**config.mk**
```make
export PLATFORM = sky130hd
export DESIGN_NAME = control_unit
export DESIGN_NICKNAME = d
export VERILOG_FILES = /design/src/rtl/control_unit.sv
export SDC_FILE = /design/constraint.sdc
export NUM_CORES = 1
export LEC_CHECK = 0
export CORE_AREA = 2 2 74 76
export DETAILED_ROUTE_END_ITERATION = 6
export DIE_AREA = 0 0 76 78
export HOLD_SLACK_MARGIN = 0.05
export PLACE_DENSITY = 0.79
export SYNTH_ARGS = -nofsm -noshare
export SYNTH_HDL_FRONTEND = slang
export SYNTH_SLANG_ARGS = --single-unit
```
**constraint.sdc**
```tcl
create_clock -name clk -period 4.2 [get_ports clk]
set_input_delay 0.84 -clock clk [delete_from_list [all_inputs] [get_ports clk]]
set_output_delay 0.84 -clock clk [all_outputs]
set_load 0.005 [all_outputs]
```
**src/rtl/control_unit.sv**
```systemverilog
// control_unit: hardwired control-step sequencer for the 32-bit datapath.
// Fetch is T0..T2. Execute is T3..T6, depending on the opcode in IR[31:27].
// Every strobe is a flop. It is computed from the next state and the next
// latched opcode, so no output depends combinationally on Stop or mem_ready.
// Optional build macro: CU_MEM_HANDSHAKE_EN. When it is defined, T1 waits
// for mem_ready. When it is undefined, T1 lasts one cycle.
module control_unit (
  input  logic        clk,
  input  logic        Clear,
  input  logic [31:0] IR,
  input  logic        mem_ready,
  input  logic        Stop,
  output logic        PCout,
  output logic        Zlowout,
  output logic        Zhiout,
  output logic        MDRout,
  output logic        HIout,
  output logic        LOout,
  output logic        PCin,
  output logic        MARin,
  output logic        MDRin,
  output logic        IRin,
  output logic        Yin,
  output logic        Zin,
  output logic        HIin,
  output logic        LOin,
  output logic        IncPC,
  output logic        Read,
  output logic        Gra,
  output logic        Grb,
  output logic        Grc,
  output logic        Rin,
  output logic        Rout,
  output logic [4:0]  alu_op,
  output logic        Run,
  output logic        illegal,
  output logic [15:0] instr_count
);

  typedef enum logic [3:0] {
    S_RST  = 4'd0, S_T0 = 4'd1, S_T1 = 4'd2, S_T2 = 4'd3, S_T3 = 4'd4,
    S_T4   = 4'd5, S_T5 = 4'd6, S_T6 = 4'd7, S_HALT = 4'd8
  } state_e;

  typedef struct packed {
    logic pc_out, zlow_out, zhi_out, mdr_out, hi_out, lo_out;
    logic pc_in, mar_in, mdr_in, ir_in, y_in, z_in, hi_in, lo_in;
    logic inc_pc, read, gra, grb, grc, r_in, r_out;
    logic [4:0] alu_op;
    logic run;
  } ctl_t;

  localparam logic [4:0] OP_MUL  = 5'b01111;
  localparam logic [4:0] OP_DIV  = 5'b10000;
  localparam logic [4:0] OP_MFHI = 5'b11000;
  localparam logic [4:0] OP_MFLO = 5'b11001;
  localparam logic [4:0] OP_NOP  = 5'b11010;
  localparam logic [4:0] OP_HALT = 5'b11011;

  // Reset strobe pattern: only Run, which is the LSB of ctl_t, is high.
  localparam ctl_t CTL_RST = ctl_t'(27'd1);

  function automatic logic is_rtype(input logic [4:0] op);
    return (op >= 5'b00011) && (op <= 5'b01011);
  endfunction

  function automatic logic is_muldiv(input logic [4:0] op);
    return (op == OP_MUL) || (op == OP_DIV);
  endfunction

  function automatic logic is_legal(input logic [4:0] op);
    return is_rtype(op) || is_muldiv(op) || (op == OP_MFHI) || (op == OP_MFLO) ||
           (op == OP_NOP) || (op == OP_HALT);
  endfunction

  // Strobe decode for one control step.
  function automatic ctl_t decode(input state_e st, input logic [4:0] op);
    ctl_t c;
    c     = '0;
    c.run = 1'b1;
    case (st)
      S_RST: c.run = 1'b1;
      S_T0: begin
        c.pc_out = 1'b1; c.mar_in = 1'b1; c.inc_pc = 1'b1; c.z_in = 1'b1;
      end
      S_T1: begin
        c.zlow_out = 1'b1; c.pc_in = 1'b1; c.read = 1'b1; c.mdr_in = 1'b1;
      end
      S_T2: begin
        c.mdr_out = 1'b1; c.ir_in = 1'b1;
      end
      S_T3: begin
        if (is_rtype(op)) begin
          c.grb = 1'b1; c.r_out = 1'b1; c.y_in = 1'b1;
        end else if (is_muldiv(op)) begin
          c.gra = 1'b1; c.r_out = 1'b1; c.y_in = 1'b1;
        end else if (op == OP_MFHI) begin
          c.hi_out = 1'b1; c.gra = 1'b1; c.r_in = 1'b1;
        end else if (op == OP_MFLO) begin
          c.lo_out = 1'b1; c.gra = 1'b1; c.r_in = 1'b1;
        end else begin
          c.run = 1'b1;
        end
      end
      S_T4: begin
        c.r_out  = 1'b1; c.z_in = 1'b1; c.alu_op = op;
        if (is_muldiv(op)) c.grb = 1'b1;
        else               c.grc = 1'b1;
      end
      S_T5: begin
        c.zlow_out = 1'b1;
        if (is_muldiv(op)) begin
          c.lo_in = 1'b1;
        end else begin
          c.gra = 1'b1; c.r_in = 1'b1;
        end
      end
      S_T6: begin
        c.zhi_out = 1'b1; c.hi_in = 1'b1;
      end
      S_HALT:  c.run = 1'b0;
      default: c.run = 1'b0;
    endcase
    return c;
  endfunction

  state_e      state_q, state_d;
  logic [4:0]  opc_q, opc_d;
  ctl_t        ctl_q, ctl_d;
  logic        illegal_q, illegal_d;
  logic [15:0] count_q, count_d;
  logic        retire_s;
  logic        unused_s;

  // Only the opcode field of IR is decoded.
  assign unused_s = ^{IR[26:0], mem_ready};

  // Next-state, opcode latch, retire counting and illegal flag.
  always_comb begin
    state_d   = state_q;
    opc_d     = opc_q;
    illegal_d = illegal_q;
    count_d   = count_q;
    retire_s  = 1'b0;
    case (state_q)
      S_RST: state_d = S_T0;
      S_T0:  state_d = S_T1;
      S_T1: begin
`ifdef CU_MEM_HANDSHAKE_EN
        if (mem_ready) state_d = S_T2;
        else           state_d = S_T1;
`else
        state_d = S_T2;
`endif
      end
      S_T2: begin
        // The opcode is captured on the edge into T3. Decode never reads IR again.
        state_d = S_T3;
        opc_d   = IR[31:27];
      end
      S_T3: begin
        if (is_rtype(opc_q) || is_muldiv(opc_q)) begin
          state_d = S_T4;
        end else begin
          retire_s = 1'b1;
          if (!is_legal(opc_q)) illegal_d = 1'b1;
          else                  illegal_d = illegal_q;
        end
      end
      S_T4: state_d = S_T5;
      S_T5: begin
        if (is_muldiv(opc_q)) state_d = S_T6;
        else                  retire_s = 1'b1;
      end
      S_T6:    retire_s = 1'b1;
      S_HALT:  state_d = S_HALT;
      default: state_d = S_RST;
    endcase
    if (retire_s) begin
      count_d = count_q + 16'd1;
      if (Stop || (opc_q == OP_HALT)) state_d = S_HALT;
      else                            state_d = S_T0;
    end else begin
      count_d = count_q;
    end
  end

  // Strobes for the step being entered.
  always_comb begin
    ctl_d = decode(state_d, opc_d);
  end

  // State, opcode, strobe and counter registers. Clear acts asynchronously.
  always_ff @(posedge clk or negedge Clear) begin
    if (!Clear) begin
      state_q   <= S_RST;
      opc_q     <= 5'd0;
      ctl_q     <= CTL_RST;
      illegal_q <= 1'b0;
      count_q   <= 16'd0;
    end else begin
      state_q   <= state_d;
      opc_q     <= opc_d;
      ctl_q     <= ctl_d;
      illegal_q <= illegal_d;
      count_q   <= count_d;
    end
  end

  assign PCout       = ctl_q.pc_out;
  assign Zlowout     = ctl_q.zlow_out;
  assign Zhiout      = ctl_q.zhi_out;
  assign MDRout      = ctl_q.mdr_out;
  assign HIout       = ctl_q.hi_out;
  assign LOout       = ctl_q.lo_out;
  assign PCin        = ctl_q.pc_in;
  assign MARin       = ctl_q.mar_in;
  assign MDRin       = ctl_q.mdr_in;
  assign IRin        = ctl_q.ir_in;
  assign Yin         = ctl_q.y_in;
  assign Zin         = ctl_q.z_in;
  assign HIin        = ctl_q.hi_in;
  assign LOin        = ctl_q.lo_in;
  assign IncPC       = ctl_q.inc_pc;
  assign Read        = ctl_q.read;
  assign Gra         = ctl_q.gra;
  assign Grb         = ctl_q.grb;
  assign Grc         = ctl_q.grc;
  assign Rin         = ctl_q.r_in;
  assign Rout        = ctl_q.r_out;
  assign alu_op      = ctl_q.alu_op;
  assign Run         = ctl_q.run;
  assign illegal     = illegal_q;
  assign instr_count = count_q;

endmodule

```
==> impl_metrics.yaml <==
clock_network:
  cts_max_level: 2
  path_clk_slew_ps: 80
  post_cts_resized: 0
  cts_buffers: 5
  cts_setup_buffers: 0
  clock-root-buffer: "clkbuf_8"
  cts_hold_buf: 0
  clock-sinks: 47
  clock_latency_ps: 300
  cts_tree: "built"
  cts_max_path_buffers: 2
critical_path:
  reg2reg_slack_ps: 1790
  worstPathArrival_ps: 2590
  worstReg2RegStart: "state_q[2]$_DFF_PN0_"
  cp-end-kind: "flop"
  required_ps: 4380
  critPathKind: "reg -> reg"
  rr_endpoint: "instr_count[6]$_DFFE_PN0P_"
  critPathLaunchType: "flop"
  critPathMaxFanout: 11
  reg2reg_depth: 5
logic_synthesis:
  async_flop_share_pct: 100
  ys_types: 55
  syn_inst: 208
  syn-cell-area_mm2: 0.00226
  yosys.area.top_type: "dfrtp_1"
  ys_seq_area_share_pct: 52.1
  synth-edff-count: 0
  synthTopCellsByArea: "dfrtp_1, xor2_1, xnor2_1"
  synth_warnings: 0
  synth-seq-cells: 47
  syn_nets: 245
  yosysTopAreaCellShare_pct: 50.9
  synthFlopType: "dfrtp_1"
  avgSynthCellArea_um2: 10.9
power_and_ir_drop:
  p_total_w: 0.00166
  leakagePower_nw: 1.23
  power.density_mw_per_mm2: 582
  ir_worst_vdd_mv: 0.366
global_route:
  grt_use_total_pct: 15.7
  antenna_found_initial: 0
  grt_first_pass_wirelength_um: 7600
  grt_max_degree: 48
  gr-total-overflow: 0
  first_global_vias: 1617
floorplanning:
  start_util_pct: 44.8
  die_h_um: 78
  die_w_um: 76
  ios: 80
  core-area_mm2: 0.00504
  die_area_mm2: 0.00593
  rows: 26
detailed_routing:
  drtAntennaViolNets: 0
  drt_iter0_markers: 112
  wl_per_cell_um: 13.9
  highest_layer: "met4"
  wl_met3_um: 173
  wl_um: 4460
  via_count: 1687
  dr.pass1.iters: 4
  wl_met2_um: 2180
  routedLengthMet1_um: 2030
  drcViolationCount: 0
  vias_per_cell: 5.24
place:
  portBuffers: 51
  gp_congestion: 0.814
  hpwl_um: 3160
  dpl-instance-area_mm2: 0.00277
timing:
  drv_slew: 0
  hold_violations: 0
  post-route-min-period_ps: 2410
  clock_skew_ps: 4.49
  fin_crit_sh_pct: 57.4
  rsz0062_at_grt: "false"
  setup_tns_ps: 0
  max_freq_mhz: 415
  setup_viol: 0
  slew_headroom_pct: 33.9
  tightestPinTransition_ps: 992
cells_and_area:
  n_fill_cell: 421
  area_delta_synth_final_pct: 26.3
  layout.area.seq_mm2: 0.00118
  antennaDiodeCount: 0
  stdcell_area_mm2: 0.00285
  post_route_cells_drive_above_1_share_pct: 9.52
  multi_input_area_um2: 961
  layout.nets: 288
run_status:
  status: "completed"
hold_path:
  whs_endpoint: "instr_count[15]$_DFFE_PN0P_"
  holdPathStages: 1
  holdCritPathClass: "reg -> reg"
  hp-start: "instr_count[15]$_DFFE_PN0P_"
job:
  maxCapViolCount: 0
-- worst max-delay path by stage --
stage	start	endpoint	slack, ps	cells past startpoint
floorplan	IR[30]	Gra$_DFF_PN0_	2320	6
global placement	IR[30]	Gra$_DFF_PN0_	1820	6
detailed placement	IR[30]	Gra$_DFF_PN0_	1720	6
CTS	state_q[2]$_DFF_PN0_	instr_count[6]$_DFFE_PN0P_	1810	5
global route	state_q[2]$_DFF_PN0_	instr_count[10]$_DFFE_PN0P_	1550	5
finish	state_q[2]$_DFF_PN0_	instr_count[6]$_DFFE_PN0P_	1790	5
-- where the power goes --
part	internal (W)	switching, W	total [W]	leakage [nW]
clock	0.000117	0.000141	0.000258	0.0422
sequential	0.000564	0.000156	0.000720	0.619
combinational	0.000365	0.000319	0.000684	0.571
-- area by class of cell --
class / instances / share of cell area, %
multi-input combinational: 136 / 33.7
clock inverter: 1 / 0.175
tap: 70 / 3.07
inverter: 9 / 1.18
sequential: 47 / 41.3
clock buffer: 7 / 2.67
timing repair buffer: 52 / 18.0
-- logic make-up after synthesis --
kind of cell | after synthesis | synth area share [%]
flops | 47 | 52.1
fa+ha+maj | 1 | 0.554
compound gates | 30 | 10.8
simple gates | 80 | 20.4
buf+inv | 25 | 5.65
mux | 8 | 3.93
xor+xnor | 17 | 6.59
-- flip-flops by register name, summed over array words and instances (netlist names) --
register	flops
Gra	1
Grb	1
Grc	1
HIin	1
HIout	1
IRin	1
IncPC	1
LOin	1
LOout	1
Read	1
Rin	1
Rout	1
Run	1
Yin	1
Zin	1
Zlowout	1
alu_op	5
illegal	1
instr_count	16
opc_q	5
state_q	4
-- synth_stat cells, types with 2 or more instances --
| master | number |
|---|---|
| xnor2_1 | 8 |
| buf_4 | 6 |
| nand3_1 | 3 |
| o21ai_1 | 2 |
| and2_1 | 2 |
| mux2i_1 | 4 |
| and3_1 | 5 |
| o21ai_0 | 2 |
| xor2_1 | 9 |
| buf_2 | 3 |
| nand2_1 | 12 |
| nor4_1 | 3 |
| nand2b_1 | 5 |
| nor2_1 | 16 |
| o22ai_1 | 4 |
| o21bai_1 | 2 |
| nand4_1 | 11 |
| nor3_1 | 6 |
| a21oi_1 | 5 |
| inv_1 | 9 |
| nor2b_1 | 6 |
| mux2_2 | 3 |
| clkbuf_1 | 5 |
| dfrtp_1 | 46 |
-- cells in the final DEF (no fill, tap or decap), types with 2 or more instances in the layout --
master            n
nand2_1          12
o21bai_1          2
clkdlybuf4s50_1  50
nor2b_1           6
o21ai_1           2
o21ai_0           2
nor2_1           16
a21oi_1           5
mux2_2            3
nor4bb_2          2
clkbuf_1          2
dfrtp_1          46
xor2_1            9
nor3_1            6
nand4_1          11
mux2i_1           4
nor4_1            3
clkbuf_8          5
nand2b_1          5
and2_1            2
inv_1             9
xnor2_1           8
nand3_1           3
and3_1            5
o22ai_1           4
-- worst max-delay path, stage by stage (launching register included) --
cell and delay, ps:
dfrtp_1 530, nor2b_1 440, nand2_1 160, o32ai_2 760, nand4_1 230, xnor2_1 180
-- through the flow --
step                      setup WS (ps)  std cells  util (%)  hold WS, ps
final                              1790        322      56.6          471
after global routing               1550        322      56.6          491
after CTS                          1810        322      56.6          476
after detailed placement           1720        314      55.0          461
after global placement             1820        314      55.0          463
after floorplan                    2320        208         -          465
-- metal layers --
metal | vias to the layer above | global-route usage [%]
met5 | - | 0
met4 | 0 | 6.55
met2 | 41 | 27.6
met3 | 6 | 2.09
met1 | 822 | 19.6
li1 | 818 | -
(Power assumes the default switching activity.)
